**config.mk**
```make
export PLATFORM = sky130hd
export DESIGN_NAME = uart_rx_deserializer
export DESIGN_NICKNAME = d
export VERILOG_FILES = /design/src/rtl/uart_rx_deserializer.sv
export SDC_FILE = /design/constraint.sdc
export NUM_CORES = 1
export LEC_CHECK = 0
export BUFFER_PORTS_ARGS = -buffer_cell sky130_fd_sc_hd__buf_2
export CORE_UTILIZATION = 45
export DETAILED_ROUTE_END_ITERATION = 7
export HOLD_SLACK_MARGIN = 0.15
export MAX_ROUTING_LAYER = met4
export PLACE_DENSITY_LB_ADDON = 0.12
export SLEW_MARGIN = 10
export SYNTH_ARGS = -nofsm -noshare
export SYNTH_HDL_FRONTEND = slang
export SYNTH_SLANG_ARGS = --single-unit
export TNS_END_PERCENT = 30
```
**constraint.sdc**
```tcl
create_clock -name clk -period 2.6 [get_ports clk]
set_input_delay 0.52 -clock clk [delete_from_list [all_inputs] [get_ports clk]]
set_output_delay 0.52 -clock clk [all_outputs]
set_load 0.02 [all_outputs]
```
**src/rtl/uart_rx_deserializer.sv**
```systemverilog
// UART receiver (8 data bits, even parity, 1 stop) with 16x oversampling and a
// 3-sample majority vote per bit; emits each byte with a one-cycle valid strobe.
module uart_rx_deserializer #(
   parameter int CLK_FREQ   = 48_000_000,
   parameter int BAUD       = 9600,
   parameter int OVERSAMPLE = 16
) (
   input  logic       clk,
   input  logic       reset_n,
   input  logic       serial_in,
   output logic [7:0] o_data,
   output logic       o_valid,
   output logic       o_parity_err,
   output logic       o_framing_err,
   output logic       o_busy
);

   localparam int TICK_DIV = CLK_FREQ / (BAUD * OVERSAMPLE);
   localparam int DIV_W    = (TICK_DIV > 1) ? $clog2(TICK_DIV) : 1;
   localparam int S_W      = $clog2(OVERSAMPLE);

   localparam logic [DIV_W-1:0] DIV_LAST = DIV_W'(TICK_DIV - 1);
   localparam logic [S_W-1:0]   S_A      = S_W'(OVERSAMPLE / 2 - 1);
   localparam logic [S_W-1:0]   S_B      = S_W'(OVERSAMPLE / 2);
   localparam logic [S_W-1:0]   S_C      = S_W'(OVERSAMPLE / 2 + 1);
   localparam logic [S_W-1:0]   S_LAST   = S_W'(OVERSAMPLE - 1);

   localparam logic [2:0] ST_IDLE   = 3'd0;
   localparam logic [2:0] ST_START  = 3'd1;
   localparam logic [2:0] ST_DATA   = 3'd2;
   localparam logic [2:0] ST_PARITY = 3'd3;
   localparam logic [2:0] ST_STOP   = 3'd4;
   localparam logic [2:0] ST_BREAK  = 3'd5;

   function automatic logic vote3(input logic a, input logic b, input logic c);
      return (a & b) | (a & c) | (b & c);
   endfunction

   function automatic logic odd_ones(input logic [7:0] d);
      return ^d;
   endfunction

   logic             sync1_q, sync2_q;
   logic [2:0]       state_q, state_d;
   logic [DIV_W-1:0] div_q, div_d;
   logic [S_W-1:0]   s_q, s_d;
   logic [2:0]       bit_idx_q, bit_idx_d;
   logic [7:0]       shift_q, shift_d;
   logic             par_q, par_d;
   logic [1:0]       samp_q, samp_d;
   logic [7:0]       data_q, data_d;
   logic             perr_q, perr_d;
   logic             ferr_q, ferr_d;
   logic             valid_q, valid_d;
   logic             busy_q, busy_d;

   logic rx_s, tick_s, decide_s, bit_end_s, vote_s;

   assign rx_s      = sync2_q;
   assign tick_s    = (div_q == DIV_LAST);
   assign decide_s  = tick_s && (s_q == S_C);
   assign bit_end_s = tick_s && (s_q == S_LAST);
   // Third sample is the live line value on the deciding tick.
   assign vote_s    = vote3(samp_q[0], samp_q[1], rx_s);

   // Next-state logic: counters, sampling, frame FSM and output updates.
   always_comb begin
      state_d   = state_q;
      div_d     = tick_s ? '0 : div_q + DIV_W'(1);
      s_d       = tick_s ? ((s_q == S_LAST) ? '0 : s_q + S_W'(1)) : s_q;
      bit_idx_d = bit_idx_q;
      shift_d   = shift_q;
      par_d     = par_q;
      samp_d    = samp_q;
      data_d    = data_q;
      perr_d    = perr_q;
      ferr_d    = ferr_q;
      valid_d   = 1'b0;

      if (tick_s && (s_q == S_A)) begin
         samp_d[0] = rx_s;
      end else if (tick_s && (s_q == S_B)) begin
         samp_d[1] = rx_s;
      end else begin
         samp_d = samp_q;
      end

      case (state_q)
         ST_IDLE: begin
            div_d = '0;
            s_d   = '0;
            if (!rx_s) begin
               state_d = ST_START;
            end else begin
               state_d = ST_IDLE;
            end
         end
         ST_START: begin
            if (decide_s && vote_s) begin
               state_d = ST_IDLE;
            end else if (bit_end_s) begin
               state_d   = ST_DATA;
               bit_idx_d = 3'd0;
            end else begin
               state_d = ST_START;
            end
         end
         ST_DATA: begin
            if (decide_s) begin
               shift_d[bit_idx_q] = vote_s;
            end else begin
               shift_d = shift_q;
            end
            if (bit_end_s) begin
               if (bit_idx_q == 3'd7) begin
                  state_d = ST_PARITY;
               end else begin
                  bit_idx_d = bit_idx_q + 3'd1;
               end
            end else begin
               state_d = ST_DATA;
            end
         end
         ST_PARITY: begin
            if (decide_s) begin
               par_d = vote_s;
            end else begin
               par_d = par_q;
            end
            if (bit_end_s) begin
               state_d = ST_STOP;
            end else begin
               state_d = ST_PARITY;
            end
         end
         ST_STOP: begin
            // Leave at mid stop bit so a following start edge is never missed.
            if (decide_s) begin
               data_d  = shift_q;
               perr_d  = par_q ^ odd_ones(shift_q);
               ferr_d  = ~vote_s;
               valid_d = 1'b1;
               state_d = vote_s ? ST_IDLE : ST_BREAK;
            end else begin
               state_d = ST_STOP;
            end
         end
         ST_BREAK: begin
            div_d = '0;
            s_d   = '0;
            if (rx_s) begin
               state_d = ST_IDLE;
            end else begin
               state_d = ST_BREAK;
            end
         end
         default: begin
            state_d = ST_IDLE;
            div_d   = '0;
            s_d     = '0;
         end
      endcase

      busy_d = (state_d != ST_IDLE);
   end

   // State and output registers; synchronizer flops reset to the idle line level.
   always_ff @(posedge clk or negedge reset_n) begin
      if (!reset_n) begin
         sync1_q   <= 1'b1;
         sync2_q   <= 1'b1;
         state_q   <= ST_IDLE;
         div_q     <= '0;
         s_q       <= '0;
         bit_idx_q <= 3'd0;
         shift_q   <= 8'd0;
         par_q     <= 1'b0;
         samp_q    <= 2'b00;
         data_q    <= 8'd0;
         perr_q    <= 1'b0;
         ferr_q    <= 1'b0;
         valid_q   <= 1'b0;
         busy_q    <= 1'b0;
      end else begin
         sync1_q   <= serial_in;
         sync2_q   <= sync1_q;
         state_q   <= state_d;
         div_q     <= div_d;
         s_q       <= s_d;
         bit_idx_q <= bit_idx_d;
         shift_q   <= shift_d;
         par_q     <= par_d;
         samp_q    <= samp_d;
         data_q    <= data_d;
         perr_q    <= perr_d;
         ferr_q    <= ferr_d;
         valid_q   <= valid_d;
         busy_q    <= busy_d;
      end
   end

   assign o_data        = data_q;
   assign o_valid       = valid_q;
   assign o_parity_err  = perr_q;
   assign o_framing_err = ferr_q;
   assign o_busy        = busy_q;

endmodule

```
==> results.cfg <==
[layout]
n_fill_cell = 434
register_area_um2 = 1100
multi_input_area_um2 = 1050
mostFrequentLayoutCell = dfrtp_1
syn2layout_area_growth_pct = 10.8
drive_gt1_share_pct = 22.7
final_cell_mix = dfrtp_1, nand2_1, nor2_1
fin_nets = 228
antenna_cells = 0

[sta]
rsz0062_at_grt = no
timing.hold.ws_ns = 0.335
slew_headroom_pct = 37.2
hold_viol = 0
layout_min_cycle_time_ns = 2.29
setup_viol = 0
timing.setup.tns_ns = 0
worstMarginPinSlew_ns = 0.941
min_period_over_period_pct = 88.1
finClkSkew_ns = 0.00734
max_freq_mhz = 437
maxSlewViolCount = 0

[synthesis]
synth-xor-area-share_pct = 7.51
synthCells = 204
avgSynthCellArea_um2 = 10.9
synth_top_family_by_area = simple AND/OR/NAND/NOR gates
synthSimpleGateAreaFrac_pct = 20.5
netlist_area_um2 = 2210
synth-adder-area-share_pct = 3.39
seq_area_frac_synth_pct = 49.8
synth_compound_area_share_pct = 6.21
synth_nets = 213
synth_warnings = 0
synth.area.mux_share_pct = 9.66
ys_types = 39
synth-seq-cells = 44

[critical_path]
worstPathMaxFanout = 6
r2r_slack_ns = 0.31
crit_arrival_ns = 2.46
ff2ff_path_depth = 6
start_kind = flip-flop
path_class = reg -> reg
worstSetupEndpointType = flip-flop
rr_endpoint = o_busy
crit_end = o_busy
r2r-start = div_q[0]
crit_start = div_q[0]
cp.required_ns = 2.77

[clocking]
ctsHtreeMaxLevel = 2
clk_pin_slew_ns = 0.08
cts_max_path_buffers = 2
clk_latency_ns = 0.29
cts_setup_buffers = 0
cts.sinks = 44
cts_root_buffer = clkbuf_8
cts_hold_buf = 0
cts_tree = built
ctsResizeCount = 0
cts_buffers = 5

[routing]
viasPerCell = 5.13
vias = 1472
wl_um = 4000
drt_iter0_drc = 117
wire_per_inst_um = 13.9
drc_errors = 0
detail-route-antenna-nets = 0
firstDrtPassIters = 4

[global_route]
antenna_found_initial = 0
track_usage_pct = 18.1
grt_pass1_wl_um = 6960
grt_pass1_vias = 1440
gr-total-overflow = 0
grt_max_degree = 45

[flow_run]
max_cap_violations = 0

[power_and_ir_drop]
power.leakage_uw = 0.00111
ir_drop_mv = 0.307
cellPowerDensity_nw_per_um2 = 491
p_total_uw = 1210

[die]
die_h_um = 72.2
start_util_pct = 46.9
dieWidth_um = 72.2
io_pins = 15
fp.dieArea_um2 = 5210
core_area_um2 = 4720
rows = 25

[worst_hold_path]
min-delay-start = serial_in
holdCritPathClass = in -> reg

[placement]
numPortBuffers = 14
gp_congestion = 0.822
place_hpwl_um = 2930

[status]
status = finished clean
## power breakdown
part	switching [uW]	total (uW)	internal, uW	leakage (uW)
registers	1.24	688	687	0.000588
clock network	217	502	285	0.0000552
logic	13.7	15.4	1.76	0.000472
total	232	1210	973	0.00111
## kinds of logic (layout without fill, tap and decap cells)
logic type / count (synthesis) / count (layout)
flip-flops: 44 / 44
AND/OR/NAND/NOR: 82 / 82
buffers and inverters: 15 / 31
AO/OA/AOI/OAI: 19 / 19
adder cells (fa/ha/maj): 6 / 6
multiplexers: 19 / 19
XOR/XNOR: 19 / 19
## synth_stat cells (all sizes together)
master / count / area share (%)
nand3b: 2 / 0.68
or4: 1 / 0.51
or3b: 2 / 0.90
nand2: 20 / 3.4
nand4b: 2 / 0.79
nand3: 9 / 2.0
nor4bb: 1 / 0.45
nor2b: 5 / 1.4
nor4b: 1 / 1.1
a21oi: 3 / 0.68
a31oi: 1 / 0.28
nor3: 6 / 1.8
nor2: 19 / 3.2
xor2: 6 / 2.4
o211ai: 1 / 0.34
clkbuf: 7 / 1.2
o21a: 1 / 0.34
o31ai: 3 / 1.2
o21ai: 8 / 1.8
nand2b: 4 / 1.1
or4bb: 1 / 0.51
o311ai: 1 / 1.2
xnor2: 13 / 5.1
or3: 2 / 0.56
inv: 7 / 1.2
nor3b: 1 / 0.34
dfrtp: 42 / 47
nand4: 1 / 0.28
and3: 1 / 0.28
a21o: 1 / 0.34
mux2: 19 / 9.7
buf: 1 / 0.51
ha: 6 / 3.4
nor4: 4 / 1.1
dfstp: 2 / 2.4
## how the worst min path moves through the flow
| stage | end | slack (ns) | cells after the start |
|---|---|---|---|
| 4_1_cts | sync1_q | 0.32 | 1 |
| 5_1_grt | sync1_q | 0.32 | 1 |
| 3_5_place_dp | rx_s | 0.35 | 0 |
| 3_3_place_gp | rx_s | 0.35 | 0 |
| 2_1_floorplan | bit_idx_q[0] | 0.22 | 0 |
| 6_report | sync1_q | 0.33 | 1 |
## state kept, by name, summed over array words and instances (netlist names), 2 cells and up
register,count
o_data,8
shift_q,8
samp_q,2
state_q,3
bit_idx_q,3
s_q,4
div_q,9
## critical path: stages, from the launching register on
cell,delay [ns]
dfrtp_1,0.37
ha_1,0.28
nand3_1,0.18
or4_4,0.59
o311ai_4,0.24
o31ai_2,0.13
or3_1,0.38
## area by class of cell
type / count / share of cell area (%)
Inverter: 7 / 1.07
Clock inverter: 2 / 1.43
Tap cell: 67 / 3.42
Sequential cell: 44 / 45.0
Multi-Input combinational cell: 145 / 42.7
Timing Repair Buffer: 16 / 3.47
Clock buffer: 6 / 2.96
## layer usage
metal | vias up | wire length, um | GRT usage [%]
met5 | - | 0 | -
met4 | 0 | 114 | 7.63
met3 | 12 | 139 | 4.44
met2 | 25 | 1750 | 24.8
met1 | 704 | 2000 | 25.6
li1 | 731 | - | -
## stage by stage
step	instances	worst slack, ns	area (um^2)	utilization, %
3_3_place_gp	279	0.389	2350	49.7
6_report	287	0.309	2450	51.9
5_1_grt	287	0.179	2450	51.9
3_5_place_dp	279	0.333	2350	49.7
4_1_cts	287	0.310	2450	51.9
2_1_floorplan	204	0.419	2210	-
Power figures use the tool's default switching activity.
